$ cat src/rtl/sw_debounce.sv
// Slide-switch conditioner: per-bit synchroniser, per-channel debounce FSM, sticky startup-valid flag.
// Optional macro SW_DEBOUNCE_EDGE_EN adds registered sw_rise/sw_fall single-cycle pulses.
module sw_debounce #(
  parameter int N_CH         = 8,
  parameter int SYNC_STAGES  = 2,
  parameter int DEBOUNCE_CYC = 1000000,
  parameter int CNT_W        = 20
) (
  input  logic            clk_pin,
  input  logic            rst_pin,
  input  logic [N_CH-1:0] sw_pin,
  output logic [N_CH-1:0] sw_db,
`ifdef SW_DEBOUNCE_EDGE_EN
  output logic [N_CH-1:0] sw_rise,
  output logic [N_CH-1:0] sw_fall,
`endif
  output logic            sw_valid
);

  localparam logic [CNT_W-1:0] CNT_LAST   = CNT_W'(DEBOUNCE_CYC - 1);
  localparam logic [CNT_W-1:0] START_LAST = CNT_W'(SYNC_STAGES + DEBOUNCE_CYC);

  typedef enum logic {STABLE, CHANGING} state_t;

  logic [SYNC_STAGES-1:0][N_CH-1:0] sync_q;
  logic [N_CH-1:0]                  s;
  state_t                           state_q [N_CH];
  state_t                           state_d [N_CH];
  logic [CNT_W-1:0]                 cnt_q [N_CH];
  logic [CNT_W-1:0]                 cnt_d [N_CH];
  logic [N_CH-1:0]                  db_d;
  logic [CNT_W-1:0]                 start_q;

  assign s = sync_q[SYNC_STAGES-1];

  always_ff @(posedge clk_pin or posedge rst_pin) begin
    if (rst_pin) begin
      sync_q <= '0;
    end else begin
      sync_q <= {sync_q[SYNC_STAGES-2:0], sw_pin};
    end
  end

  always_comb begin
    db_d = sw_db;
    for (int i = 0; i < N_CH; i++) begin
      state_d[i] = state_q[i];
      cnt_d[i]   = cnt_q[i];
      case (state_q[i])
        STABLE: begin
          if (s[i] != sw_db[i]) begin
            state_d[i] = CHANGING;
            cnt_d[i]   = '0;
          end
        end
        CHANGING: begin
          if (s[i] == sw_db[i]) begin
            state_d[i] = STABLE;
            cnt_d[i]   = '0;
          end else if (cnt_q[i] == CNT_LAST) begin
            // Window completed without a reversal: accept the new level.
            db_d[i]    = s[i];
            state_d[i] = STABLE;
            cnt_d[i]   = '0;
          end else begin
            cnt_d[i] = cnt_q[i] + CNT_W'(1);
          end
        end
        default: begin
          state_d[i] = STABLE;
          cnt_d[i]   = '0;
        end
      endcase
    end
  end

  always_ff @(posedge clk_pin or posedge rst_pin) begin
    if (rst_pin) begin
      sw_db <= '0;
      for (int i = 0; i < N_CH; i++) begin
        state_q[i] <= STABLE;
        cnt_q[i]   <= '0;
      end
    end else begin
      sw_db <= db_d;
      for (int i = 0; i < N_CH; i++) begin
        state_q[i] <= state_d[i];
        cnt_q[i]   <= cnt_d[i];
      end
    end
  end

  // Startup counter saturates once the first full sync+debounce window has elapsed.
  always_ff @(posedge clk_pin or posedge rst_pin) begin
    if (rst_pin) begin
      start_q  <= '0;
      sw_valid <= 1'b0;
    end else if (!sw_valid) begin
      if (start_q == START_LAST) begin
        sw_valid <= 1'b1;
      end else begin
        start_q <= start_q + CNT_W'(1);
      end
    end
  end

`ifdef SW_DEBOUNCE_EDGE_EN
  // Gated by the pre-edge valid so the startup-window update never pulses.
  always_ff @(posedge clk_pin or posedge rst_pin) begin
    if (rst_pin) begin
      sw_rise <= '0;
      sw_fall <= '0;
    end else begin
      sw_rise <= sw_valid ? (db_d & ~sw_db) : '0;
      sw_fall <= sw_valid ? (~db_d & sw_db) : '0;
    end
  end
`endif

endmodule

$ cat config.mk
export PLATFORM = sky130hd
export DESIGN_NAME = sw_debounce
export DESIGN_NICKNAME = d
export VERILOG_FILES = /design/src/rtl/sw_debounce.sv
export SDC_FILE = /design/constraint.sdc
export NUM_CORES = 1
export LEC_CHECK = 0
export BUFFER_PORTS_ARGS = -buffer_cell sky130_fd_sc_hd__buf_2
export CORE_MARGIN = 2
export CORE_UTILIZATION = 48
export CTS_CLUSTER_DIAMETER = 100
export DETAILED_ROUTE_END_ITERATION = 10
export PLACE_DENSITY_LB_ADDON = 0.25
export SLEW_MARGIN = 30
export SYNTH_ARGS = -nofsm -noshare
export SYNTH_HDL_FRONTEND = slang
export SYNTH_SLANG_ARGS = --single-unit
export TNS_END_PERCENT = 20
$ cat constraint.sdc
create_clock -name clk_pin -period 6.8 [get_ports clk_pin]
set_input_delay 1.36 -clock clk_pin [delete_from_list [all_inputs] [get_ports clk_pin]]
set_output_delay 1.36 -clock clk_pin [all_outputs]
set_load 0.01 [all_outputs]
# Yosys cells after proc, flatten, opt, wreduce, memory -nomap -nowiden
# Index checks and enable logic that the tools add are counted.
# W data, S select, Z words.
# word_totals
output_inout_bits	9
ff_bits	213
inputBits	10
word_cells	163
# op_classes
n_eq_ne	33
bitwise_logic	18
mux	66
add_sub_neg	9
n_reduce_logical	9
# op_table
cell	count
$mux W20	24
$pmux W20 S2	8
$add A20 B1 Y20 const B	9
$eq A20 B20 Y1 const B	9
$mux W1	26
$reduce_and A3 Y1	8
$not A1 Y1	18
$ne A2 B2 Y1 const B	8
$pmux W1 S2	8
$eq A1 B1 Y1	8
$ne A1 B1 Y1	8
$reduce_and A2 Y1	1

# Depth between registers and ports, before layout
# Gate-level depths: netlist of the first run.
# depth
ltp_word	4
mapped_depth	8
ltp_nobuf	7

# Worst setup path before layout of the first run
# OpenSTA, ideal clock, no wires.
# synth_path
path_kind	register to register
start	reg cnt_q[108] in the netlist's numbering
end	reg cnt_q[109] in the netlist's numbering
stages_incl_launch_ff	7
path_slack_ns	4.574
arrival_ns	2.105
required_ns	6.679
path_cell_list	dfrtp_1 -> or4b_1 -> or3_1 -> o311a_4 -> buf_6 -> a21o_1 -> a22o_1
# synth_between
elab_chain_len	4
elab_cells_between_ends	5
cone_classes	1 x add/sub; 1 x eq/ne; 3 x mux
# synth_rtl
element	line	rtl
start, declared	29	logic [CNT_W-1:0] cnt_q [N_CH];
start signal, assigned by index	88	cnt_q[i] <= cnt_d[i];
$add A20 B1 Y20 or $eq A20 B20 Y1 (tied branches)	66, 60	
$mux W20 *	60	end else if (cnt_q[i] == CNT_LAST) begin
$mux W20 *	57	if (s[i] == sw_db[i]) begin
$pmux W20 S2 *	49	case (state_q[i])
# Mark *: on every way between the ends. The rest lies on a longest branch, timed or not.
# A chain may end at the register's enable or synchronous reset.

# Worst setup path after layout of the first run
# layout_path
start	reg sw_valid
end	out sw_valid
# layout_rtl
element	line	rtl
start, declared	17	output logic sw_valid
start signal, assigned	97	sw_valid <= 1'b0;
start signal, assigned	100	sw_valid <= 1'b1;
# No word-level cell between the ends.

==> results of run 1 <==
path summary, 6_finish.rpt:
| kind | startpoint | to | slack, ps | cells after the start |
|---|---|---|---|---|
| setup / recovery | sw_valid | sw_valid | 4360 | 1 |
| hold / removal | sync_q[2] | s[2] | 350 | 0 |
| setup reg to reg | cnt_q[108] | cnt_q[114] | 4400 | 5 |
| hold reg to reg | sync_q[2] | s[2] | 350 | 0 |
| max in group asynchronous | rst_pin | cnt_q[135] | 4890 | 3 |
| min in group asynchronous | rst_pin | cnt_q[95] | 900 | 2 |
cell usage after synthesis (all sizes together), types with 6 or more instances:
| cell | number | share of area |
|---|---|---|
| dfrtp | 213 | 0.49 |
| nand2 | 151 | 0.052 |
| nand3 | 103 | 0.047 |
| a31oi | 93 | 0.053 |
| a21oi | 61 | 0.028 |
| o21ai | 55 | 0.025 |
| nor2 | 52 | 0.018 |
| clkbuf | 42 | 0.014 |
| nand4 | 39 | 0.022 |
| and3 | 24 | 0.014 |
| a22o | 23 | 0.018 |
| and2 | 23 | 0.013 |
| a41oi | 22 | 0.018 |
| inv | 20 | 0.0069 |
| nor3 | 20 | 0.0092 |
| xnor2 | 19 | 0.015 |
| xor2 | 18 | 0.014 |
| nor4 | 16 | 0.010 |
| a21o | 15 | 0.010 |
| nand2b | 14 | 0.0080 |
| and4 | 13 | 0.010 |
| mux2 | 13 | 0.013 |
| or2 | 11 | 0.0063 |
| ha | 10 | 0.011 |
| mux2i | 10 | 0.0092 |
| or4 | 10 | 0.0069 |
| buf | 7 | 0.0041 |
| o211ai | 7 | 0.0048 |
| or3 | 6 | 0.0034 |
layer usage:
metal	vias to the layer above	GRT usage	share of wire
met1	4238	0.273	0.50
met4	0	0.0410	0.016
li1	4364	-	-
met3	26	0.0255	0.031
met2	119	0.288	0.45
met5	-	0	0
layout make-up:
cell class | count | share of cell area
clock buffer | 33 | 0.0577
clock inverter | 10 | 0.00696
inverter | 20 | 0.00654
multi-input combinational | 879 | 0.442
sequential | 213 | 0.442
tap | 285 | 0.0296
timing repair buffer | 26 | 0.0144
flip-flops by register name (all words and copies together), names as in the netlist:
signal and cells:
cnt_q 160, s 8, start_q 20, state_q 8, sw_db 8, sw_valid 1
sync_q 8
cell families (layout without fill, tap and decap cells):
group,count (synthesis),after routing
buffers and inverters,69,89
AOI/OAI and AO/OA,296,296
xor gates and xnor gates,37,37
DFF,213,213
adders and majority gates,10,10
and+or+nand+nor,513,513
muxes,23,23
power by group through the flow:
stage / Combinational (mW) / Clock, mW / Sequential (mW)
after CTS: 0.125 / 1.29 / 1.31
after detailed placement: 0.125 / 0 / 1.33
after global routing: 0.143 / 1.35 / 1.31
final: 0.125 / 1.25 / 1.31
after floorplan: 0.0966 / 0 / 1.33
after global placement: 0.121 / 0 / 1.33
stage by stage:
step	std cells	power (mW)	hold WS (ps)
2_1_floorplan	1161	1.42	331
4_1_cts	1465	2.72	349
3_5_place_dp	1422	1.45	336
5_1_grt	1466	2.80	353
3_3_place_gp	1422	1.45	334
6_report	1466	2.69	346
==> metrics.md, run 1 <==
| Metric | Value |
|---|---|
| Status | complete, no violations |
| Post-route cell area | approximately 12,000 um^2 |
| VDD IR max | about 0.22 mV |
| Tcrit/Tclk final | 0.359 |
| Vias/cell | just under 6 |
| Ant diodes | 0 |
| H-Tree Depth | 1 |
| Vias in the first global route | approximately 8,000 |
| Fraction of layout cells with a size suffix above 1 | 0.0881 |
| Clock Sink Count | 213 |
| 1st-pass router iterations | 5 |
| Average size of a mapped cell | roughly 9.4 um^2 |
| Leak | ~5 nW |
| Commonest non-fill, non-tap cell in the layout | dfrtp_1 |
| Synth Cell Area | around 11,000 um^2 |
| Setup WS post-layout | ~4400 ps |
| Initial antenna violation count | 0 |
| Distinct cells, synth | 60 |
| Area of the multi-input gates | 5330 um^2 |
| RSZ-0062 raised after global routing | false |
| Fmax | approximately 400 MHz |
| GR Util All Layers | 0.184 |
| Sequential Power Share | 0.486 |
| Layout area overhead | 10.6% |
| Post-synthesis xor/xnor area fraction | 0.0297 |
| Row cnt | 55 |
| Setup WS pre-CTS | 4010 ps |
| Hold Buf Count CTS | 0 |
| CTS clk-pin slew, worst paths | 60 ps |
| Placed wire-length estimate | around 14 mm |
| Initial core utilization | 0.486 |
| Fraction of synthesized area in multiplexers | 0.0226 |
| Mapped Cells | ~1,200 |
| Fin crit period | between 2000 and 2500 ps |
| Core Footprint | 22,400 um^2 |
| Clock share of power | 0.467 |
| Starting DRT DRC Count | 495 |
| Syn Nets | approximately 1,200 |
| Post-synth top flop | dfrtp_1 |
| Die Y | about 150 um |
| Slew Limit Fails | 0 |
| Worst path slowest cell | dfrtp_1 |
| Switching pwr | 0.609 mW |
| Clock Skews | 6.05 ps |
| CP Max Fanout | 5 |
| Post-Synth Adder-Cell Area | 0.0115 |
| Largest family of logic cells by synthesized area | simple AND/OR/NAND/NOR gates |
| Reg area | between 5000 and 6000 um^2 |
| Slew HR | 0.379 |
| Most frequent cells in the layout | dfrtp_1 (213), nand2_1 (151), nand3_1 (103), a31oi_1 (93), a21oi_1 (58) |
| Post-synth EDFFs | 0 |
| Routed wire length | 21.6 mm |
| Crit end category | primary output |
| CP cell instances | buf_2 |
| Delay-heaviest family, CP | flip-flops |
| Largest net degree at the start of global routing | 73 |
| Boundary pin count | 19 |
| Clock Tree Buf Depth | 3 |
| HP Class | reg -> reg |
| Worst Tran Pin Value | 923 ps |
| Final core utilization | 0.537 |
| Nets | 1,184 |
| #FFs+latches synth | 213 |
| WS Path Type | reg -> out |
| Routed WL per cell | 14.7 um |
| CP arrival | 1080 ps |
| Buf/Inv on CP | 1 |
| Root Driver | clkbuf_16 |
| Post-Synth Simple-Gate Area | 0.246 |
| Post-CTS sizing | 0 |
| Antenna Nets Post-Route | 0 |
| Fin. Hold Viols | 0 |
| Gpl congestion | about 0.79 |
| Maximum capacitance violations | 0 |
| Setup_tns | 0 ps |
| Total grt overflow | 0 |
| TritonCTS clock tree | built |
| Compound-gate portion of the synthesized area | 0.175 |
| Startpoint Class | register |
| Slowest Stage Delay on Critical Path | ~420 ps |
| Clk Latency, worst-skew pair | just over 500 ps |
| Post-CTS setup buffer count | 0 |
| Pwr dens | ~220 nW/um^2 |
| First-pass GRT wire length | roughly 38 mm |
| Die Area | about 24,000 um^2 |
| Required @ worst endpoint | around 5400 ps |
| TritonCTS buffer count | 24 |
| Yosys warns | 0 |
| Via count | just under 9,000 |
| # fillers | just under 2,000 |
| Seq/Total Area, Yosys | 0.489 |
| DP Area | ~11,000 um^2 |
| Sw Ratio | 0.227 |
| Port Buffers | 18 |
| Chip width | roughly 150 um |
| Setup violators final | 0 |
| DRC errors left | 0 |
| Pint | between 2 and 2.5 mW |
| Logic pwr share | 0.046 |
| Async S/R FF share, synth | 1.00 |
(Power assumes the default switching activity.)
==> inputs of run 2 (changes only) <==
--- a/config.mk
+++ b/config.mk
@@ -5,6 +5,7 @@
 export SDC_FILE = /design/constraint.sdc
 export NUM_CORES = 1
 export LEC_CHECK = 0
+export ABC_AREA = 1
 export BUFFER_PORTS_ARGS = -buffer_cell sky130_fd_sc_hd__buf_2
 export CORE_MARGIN = 2
 export CORE_UTILIZATION = 48
==> constraint.sdc (replaced) <==
create_clock -name clk_pin -period 2.36 [get_ports clk_pin]
set_input_delay 0.472 -clock clk_pin [delete_from_list [all_inputs] [get_ports clk_pin]]
set_output_delay 0.472 -clock clk_pin [all_outputs]
set_load 0.01 [all_outputs]
==> run 2 against run 1 <==
Against the previous run: utilization rose by 0.22 points; largest cell class is now multi-input combinational cells; worst setup slack got worse by 3800 ps; combinational power rose to 2.5 times the previous value; sequential power rose to 2.9 times the previous value; flip-flop and latch count did not move; via count rose by 13%; clock power rose to 3.2 times the previous value; largest power group is now the clock network; count of clock-buffer cells in the layout rose by 4; cell area rose by 12%.
==> metrics.md, run 2 <==
| Metric | Value |
|---|---|
| Slew HR | 0.685 |
| Tcrit/Tclk final | 0.755 |
| CP Max Fanout | 8 |
| Clock Tree Buf Depth | 3 |
| Top cells by area in the synthesized netlist | dfrtp_1 (44%), nand2_1 (14%), xor2_1 (5.7%) |
| Placed cells | around 1,900 |
| Largest register by flop count | cnt_q |
| Placed wire-length estimate | about 17 mm |
| Port Buffers | 18 |
| TritonCTS buffer count | 26 |
| Clock share of power | 0.493 |
| Async S/R FF share, synth | 1.00 |
| Die Y | ~160 um |
| Cell taking the most area after synthesis | dfrtp_1 |
| # fillers | 2,394 |
| Fin crit period | approximately 1800 ps |
| GR Util All Layers | 0.190 |
| Core Footprint | 25,100 um^2 |
| Distinct cells, synth | 39 |
| HP Class | in -> reg |
| Post-route cell area | around 14,000 um^2 |
| Status | complete, no violations |
| Clk Latency, worst-skew pair | between 500 and 600 ps |
| Via count | just under 10,000 |
| Fraction of layout cells with a size suffix above 1 | 0.106 |
| Switching pwr | between 1.5 and 2 mW |
| Largest net degree at the start of global routing | 76 |
| Min Hold Slack | ~50 ps |
| Slew Limit Fails | 0 |
| Worst path slowest cell | dfrtp_1 |
| Setup_tns | 0 ps |
| #FFs+latches synth | 213 |
| Logic pwr share | 0.039 |
| Setup violators final | 0 |
| Startpoint Class | register |
| Average size of a mapped cell | ~7.7 um^2 |
| Maximum capacitance violations | 0 |
| RSZ-0062 raised after global routing | false |
| CTS clk-pin slew, worst paths | 60 ps |
| Mapped Cells | roughly 1,600 |
| Clock Skews | approximately 18 ps |
| Nets | ~1,600 |
| Chip width | between 150 and 200 um |
| Boundary pin count | 19 |
| Starting DRT DRC Count | ~550 |
| DP Area | between 10,000 and 15,000 um^2 |
| Antenna Nets Post-Route | 0 |
| Routed wire length | between 20 and 25 mm |
| Commonest non-fill, non-tap cell in the layout | nand2_1 |
| Slowest Stage Delay on Critical Path | slightly below 400 ps |
| Initial antenna violation count | 0 |
| 1st-pass router iterations | 5 |
| Gpl congestion | between 0.8 and 0.9 |
| Post-synth top flop | dfrtp_1 |
| Post-synth EDFFs | 0 |
| Max FFs per register | 160 |
| CP cell instances | ha_1 -> nand2_1 -> nor3_2 -> nand3_1 -> nand2_1 -> inv_2 -> nand3_1 -> o21ai_0 |
| Crit end category | register |
| DRC errors left | 0 |
| CP arrival | ~2200 ps |
| Ant diodes | 0 |
| Initial core utilization | 0.487 |
| Syn Nets | ~1,600 |
| Total grt overflow | 0 |
| First-pass GRT wire length | 43.5 mm |
| Row cnt | a little under 60 |
| TritonCTS clock tree | built |
| WS Path Type | reg -> reg |
| Vias in the first global route | 9,704 |
| Routed WL per cell | approximately 12 um |
| Final std cells w/o fill | 1,968 |
| Clock Sink Count | approximately 210 |
| Worst Tran Pin Value | ~470 ps |
| Required @ worst endpoint | 2760 ps |
| Fin. Hold Viols | 0 |
| Leak | 6.03 nW |
| Sequential Power Share | 0.467 |
| Most frequent cells in the layout | nand2_1 (470), dfrtp_1 (213), nor2_1 (179), inv_1 (176), nand3_1 (94) |
| Sw Ratio | 0.227 |
| Layout area overhead | 10.7% |
| Fmax | 561 MHz |
| Root Driver | clkbuf_16 |
| Seq/Total Area, Yosys | 0.436 |
| Die Area | approximately 27,000 um^2 |
| Top-count cell post-synth | nand2_1 |
| VDD IR max | around 0.45 mV |
| Pwr dens | just under 600 nW/um^2 |
| Synth Cell Area | between 10,000 and 15,000 um^2 |
| Pint | 6.18 mW |
| Yosys top cell area share | 0.436 |
| H-Tree Depth | 1 |
| Synth cell count leaders | nand2_1 (470), dfrtp_1 (213), nor2_1 (179) |
| Post-CTS sizing | 0 |
| Biggest regs | cnt_q x160, start_q x20 |
| Yosys warns | 0 |
| Vias/cell | roughly 5.0 |
==> run 2: cell count changes after synthesis, moves of 24 or more <==
cell      before  now
clkbuf_1      42    0
and3_1        24    0
xor2_1        18   79
a21oi_1       61   11
inv_1         20  177
o22ai_1        1   29
nor2_1        52  179
a31oi_1       93    6
nand2_1      151  470
==> run 2: repair_timing <==
item / in CTS / in global routing
setup endpoints to repair: 0 / 0
setup buffers: 0 / 0
endpoints found under the hold margin: 13 / 0
hold buffers: 1 / 0
==> run 2: logic make-up (layout without fill, tap and decap cells) <==
group,after synthesis,in the layout,synth area share
and+or+nand+nor,892,892,0.330
DFF,213,213,0.436
buffers and inverters,209,261,0.0716
AOI/OAI and AO/OA,155,155,0.0754
xor gates and xnor gates,107,107,0.0772
adders and majority gates,10,10,0.0102
==> run 2: path summary, 6_finish.rpt <==
| path | startpoint | end | slack (ps) | depth (start not counted) |
|---|---|---|---|---|
| worst max register to register | cnt_q[40] | cnt_q[55] | 580 | 8 |
| max in group asynchronous | rst_pin | cnt_q[117] | 1100 | 4 |
| min in group asynchronous | rst_pin | cnt_q[129] | 520 | 3 |
| worst min-delay path | sw_pin[5] | sync_q[5] | 50 | 1 |
| worst min register to register | sync_q[6] | s[6] | 340 | 0 |
| worst max-delay path | cnt_q[40] | cnt_q[55] | 580 | 8 |
==> run 2: cell type report <==
class | instances | area (um^2) | share of cell area
Clock inverter | 9 | 78.8 | 0.00582
Sequential cell | 213 | 5330 | 0.394
Timing Repair Buffer | 30 | 208 | 0.0153
Clock buffer | 37 | 783 | 0.0579
Inverter | 185 | 698 | 0.0516
Multi-Input combinational cell | 1164 | 6030 | 0.445
Tap cell | 330 | 413 | 0.0305
==> run 2: metrics by stage <==
| step | power (mW) | utilization | setup slack [ps] |
|---|---|---|---|
| finish | 8.00 | 0.539 | 578 |
| global route | 8.34 | 0.539 | 430 |
| CTS | 8.13 | 0.539 | 570 |
| detailed placement | 4.13 | 0.504 | 597 |
| global placement | 4.12 | 0.504 | 631 |
| floorplan | 4.04 | - | -882 |
==> run 2: routing by layer <==
layer	track usage	up-vias	wire length, um	part of all wire
met5	0	-	0	0
met4	0.0415	0	273	0.011
met3	0.0279	29	897	0.037
met2	0.315	116	11300	0.47
met1	0.266	4647	11800	0.49
li1	-	5110	-	-
==> run 2: power by group through the flow <==
stage,Sequential [mW],Combinational [mW],Clock (mW)
global placement,3.80,0.320,0
detailed placement,3.80,0.323,0
finish,3.74,0.315,3.95
global route,3.74,0.366,4.23
CTS,3.74,0.325,4.07
floorplan,3.80,0.245,0
==> run 2: worst max-delay path, delay by kind of cell (launching register included) <==
kind	cells	cell delay [ps]
adders and majority gates	1	200
AOI/OAI and AO/OA	1	70
buffers and inverters	1	150
DFF	1	390
and+or+nand+nor	5	850
==> inputs of run 3 (changes only) <==
==> constraint.sdc (replaced) <==
create_clock -name clk_pin -period 1.7 [get_ports clk_pin]
set_input_delay 0.34 -clock clk_pin [delete_from_list [all_inputs] [get_ports clk_pin]]
set_output_delay 0.34 -clock clk_pin [all_outputs]
set_load 0.01 [all_outputs]
==> run 3 against run 2 <==
Against the previous run: routed wire length rose by 1.8%; global-route usage is 0.066 points lower; non-clock buffer count increased by 38; largest power group unchanged; sequential share of layout area is 1.5 points lower; cell area grew 3.8%; combinational power is 65% higher.
==> metrics.md, run 3 (synthesis results as in run 2) <==
| Metric | Value |
|---|---|
| 1st-pass router iterations | 7 |
| First-pass GRT wire length | around 43 mm |
| Initial antenna violation count | 0 |
| Slew Limit Fails | 0 |
| Chip width | 164 um |
| Placed wire-length estimate | 17.0 mm |
| Slew HR | 0.661 |
| DP Area | about 13,000 um^2 |
| Crit end category | register |
| HP Class | in -> async |
| Setup WS pre-CTS | -131 ps |
| Boundary pin count | 19 |
| CP Max Fanout | 8 |
| Vias/cell | 5.00 |
| Via count | approximately 10,000 |
| Setup WS post-layout | between 100 and 150 ps |
| R2r setup slk | between 100 and 150 ps |
| CP cell instances | ha_2 -> nand2_2 -> nor3_4 -> nand3_2 -> nand2_4 -> buf_4 -> o21ai_0 |
| Tot Pwr | 11.5 mW |
| Clock Skews | between 30 and 40 ps |
| DRC errors left | 0 |
| End of the worst register-to-register path | cnt_q[42] |
| Fmax | approximately 630 MHz |
| Max FFs per register | between 150 and 200 |
| Sequential Power Share | 0.451 |
| Die Area | ~27,000 um^2 |
| Placed cells | around 1,900 |
| CTS clk-pin slew, worst paths | ~60 ps |
| VDD IR max | approximately 0.74 mV |
| Gpl congestion | 0.859 |
| Final std cells w/o fill | 2,008 |
| Leak | 6.26 nW |
| Layout area overhead | 14.9% |
| Routed wire length | roughly 25 mm |
| Slowest Stage Delay on Critical Path | roughly 370 ps |
| RSZ-0062 raised after global routing | true |
| GR Util All Layers | 0.190 |
| Antenna Nets Post-Route | 0 |
| Required @ worst endpoint | 2100 ps |
| Largest register by flop count | cnt_q |
| Root Driver | clkbuf_16 |
| Status | complete, no violations |
| Tcrit/Tclk final | 0.927 |
| Sw Ratio | 0.232 |
| Fin. Hold Viols | 0 |
| Clock Tree Buf Depth | 3 |
| Worst path slowest cell | dfrtp_1 |
| Worst Tran Pin Value | around 510 ps |
| Fin crit period | 1580 ps |
| TritonCTS clock tree | built |
| Core Footprint | between 20,000 and 30,000 um^2 |
| Fraction of layout cells with a size suffix above 1 | 0.129 |
| Nets | approximately 1,700 |
| Ant diodes | 0 |
| Die Y | around 160 um |
| TritonCTS buffer count | 26 |
| Port Buffers | 18 |
| H-Tree Depth | 1 |
| Pwr dens | 819 nW/um^2 |
| Pint | roughly 8.8 mW |
| CP arrival | between 1500 and 2000 ps |
| Starting DRT DRC Count | 549 |
| Commonest non-fill, non-tap cell in the layout | nand2_1 |
| Routed WL per cell | approximately 12 um |
| Clock Sink Count | 213 |
| Biggest regs | cnt_q x160, start_q x20 |
| Setup violators final | 0 |
| Clock share of power | 0.504 |
| Switching pwr | 2.67 mW |
| Initial core utilization | 0.487 |
| Maximum capacitance violations | 0 |
| Total grt overflow | 0 |
| Worst Reg-to-Reg Cells | 7 |
| WS Path Type | reg -> reg |
| Row cnt | between 50 and 60 |
| Most frequent cells in the layout | nand2_1 (467), dfrtp_1 (213), nor2_1 (178), inv_1 (176), nand3_1 (93) |
| Clk Latency, worst-skew pair | 550 ps |
| Vias in the first global route | about 9,700 |
| R2R Path Start | cnt_q[40] |
| Min Hold Slack | between 300 and 400 ps |
| Post-route cell area | roughly 14,000 um^2 |
| Startpoint Class | register |
| Largest net degree at the start of global routing | 80 |
| Logic pwr share | 0.045 |
## run 3: through the flow
| stage | TNS (ps) | utilization |
|---|---|---|
| finish | 0 | 0.560 |
| global route | -28.7 | 0.560 |
| CTS | 0 | 0.552 |
| detailed placement | -1410 | 0.512 |
| global placement | -372 | 0.512 |
| floorplan | -300370 | - |
## run 3: final cells by class
type	instances	area [um^2]
Clock buffer	35	744
Clock inverter	13	165
Fill cell	2355	11100
Inverter	185	698
Multi-Input combinational cell	1164	6160
Sequential cell	213	5330
Tap cell	330	413
Timing Repair Buffer	68	551
## run 3: layer usage
metal  track usage  vias to the layer above  share of wire
met5             0                        -              0
met4        0.0498                        0          0.020
met3        0.0267                       42          0.032
met2         0.316                      132           0.46
met1         0.261                     4667           0.48
li1              -                     5205              -
## run 3: how the worst max path moves through the flow
| stage | start | cells past startpoint | end |
|---|---|---|---|
| finish | cnt_q[40] | 7 | cnt_q[42] |
| CTS | cnt_q[60] | 8 | cnt_q[73] |
| global placement | cnt_q[0] | 8 | cnt_q[19] |
| floorplan | rst_pin | 1 | cnt_q[0] |
| detailed placement | cnt_q[1] | 8 | cnt_q[12] |
| global route | start_q[0] | 8 | start_q[12] |
## run 3: power groups by stage
stage | clock (mW) | combinational (mW) | sequential [mW]
2_1_floorplan | 0 | 0.340 | 5.27
3_3_place_gp | 0 | 0.481 | 5.28
3_5_place_dp | 0 | 0.488 | 5.28
4_1_cts | 5.91 | 0.508 | 5.19
5_1_grt | 6.11 | 0.594 | 5.20
6_report | 5.80 | 0.520 | 5.19
## run 3: worst max-delay path: cells and delay by family (launching register included)
kind | cells | cell delay (ps)
and+or+nand+nor | 4 | 600
AOI/OAI and AO/OA | 1 | 80
DFF | 1 | 370
adders and majority gates | 1 | 210
buffers and inverters | 1 | 160
## run 3: timing repair
item                       CTS  global route
setup endpoints to repair   27            69
gates resized for setup      2            23
hold endpoints to repair    12             0
pin swaps                    0             6
hold buffers                 9             0
buffers inserted             0            11
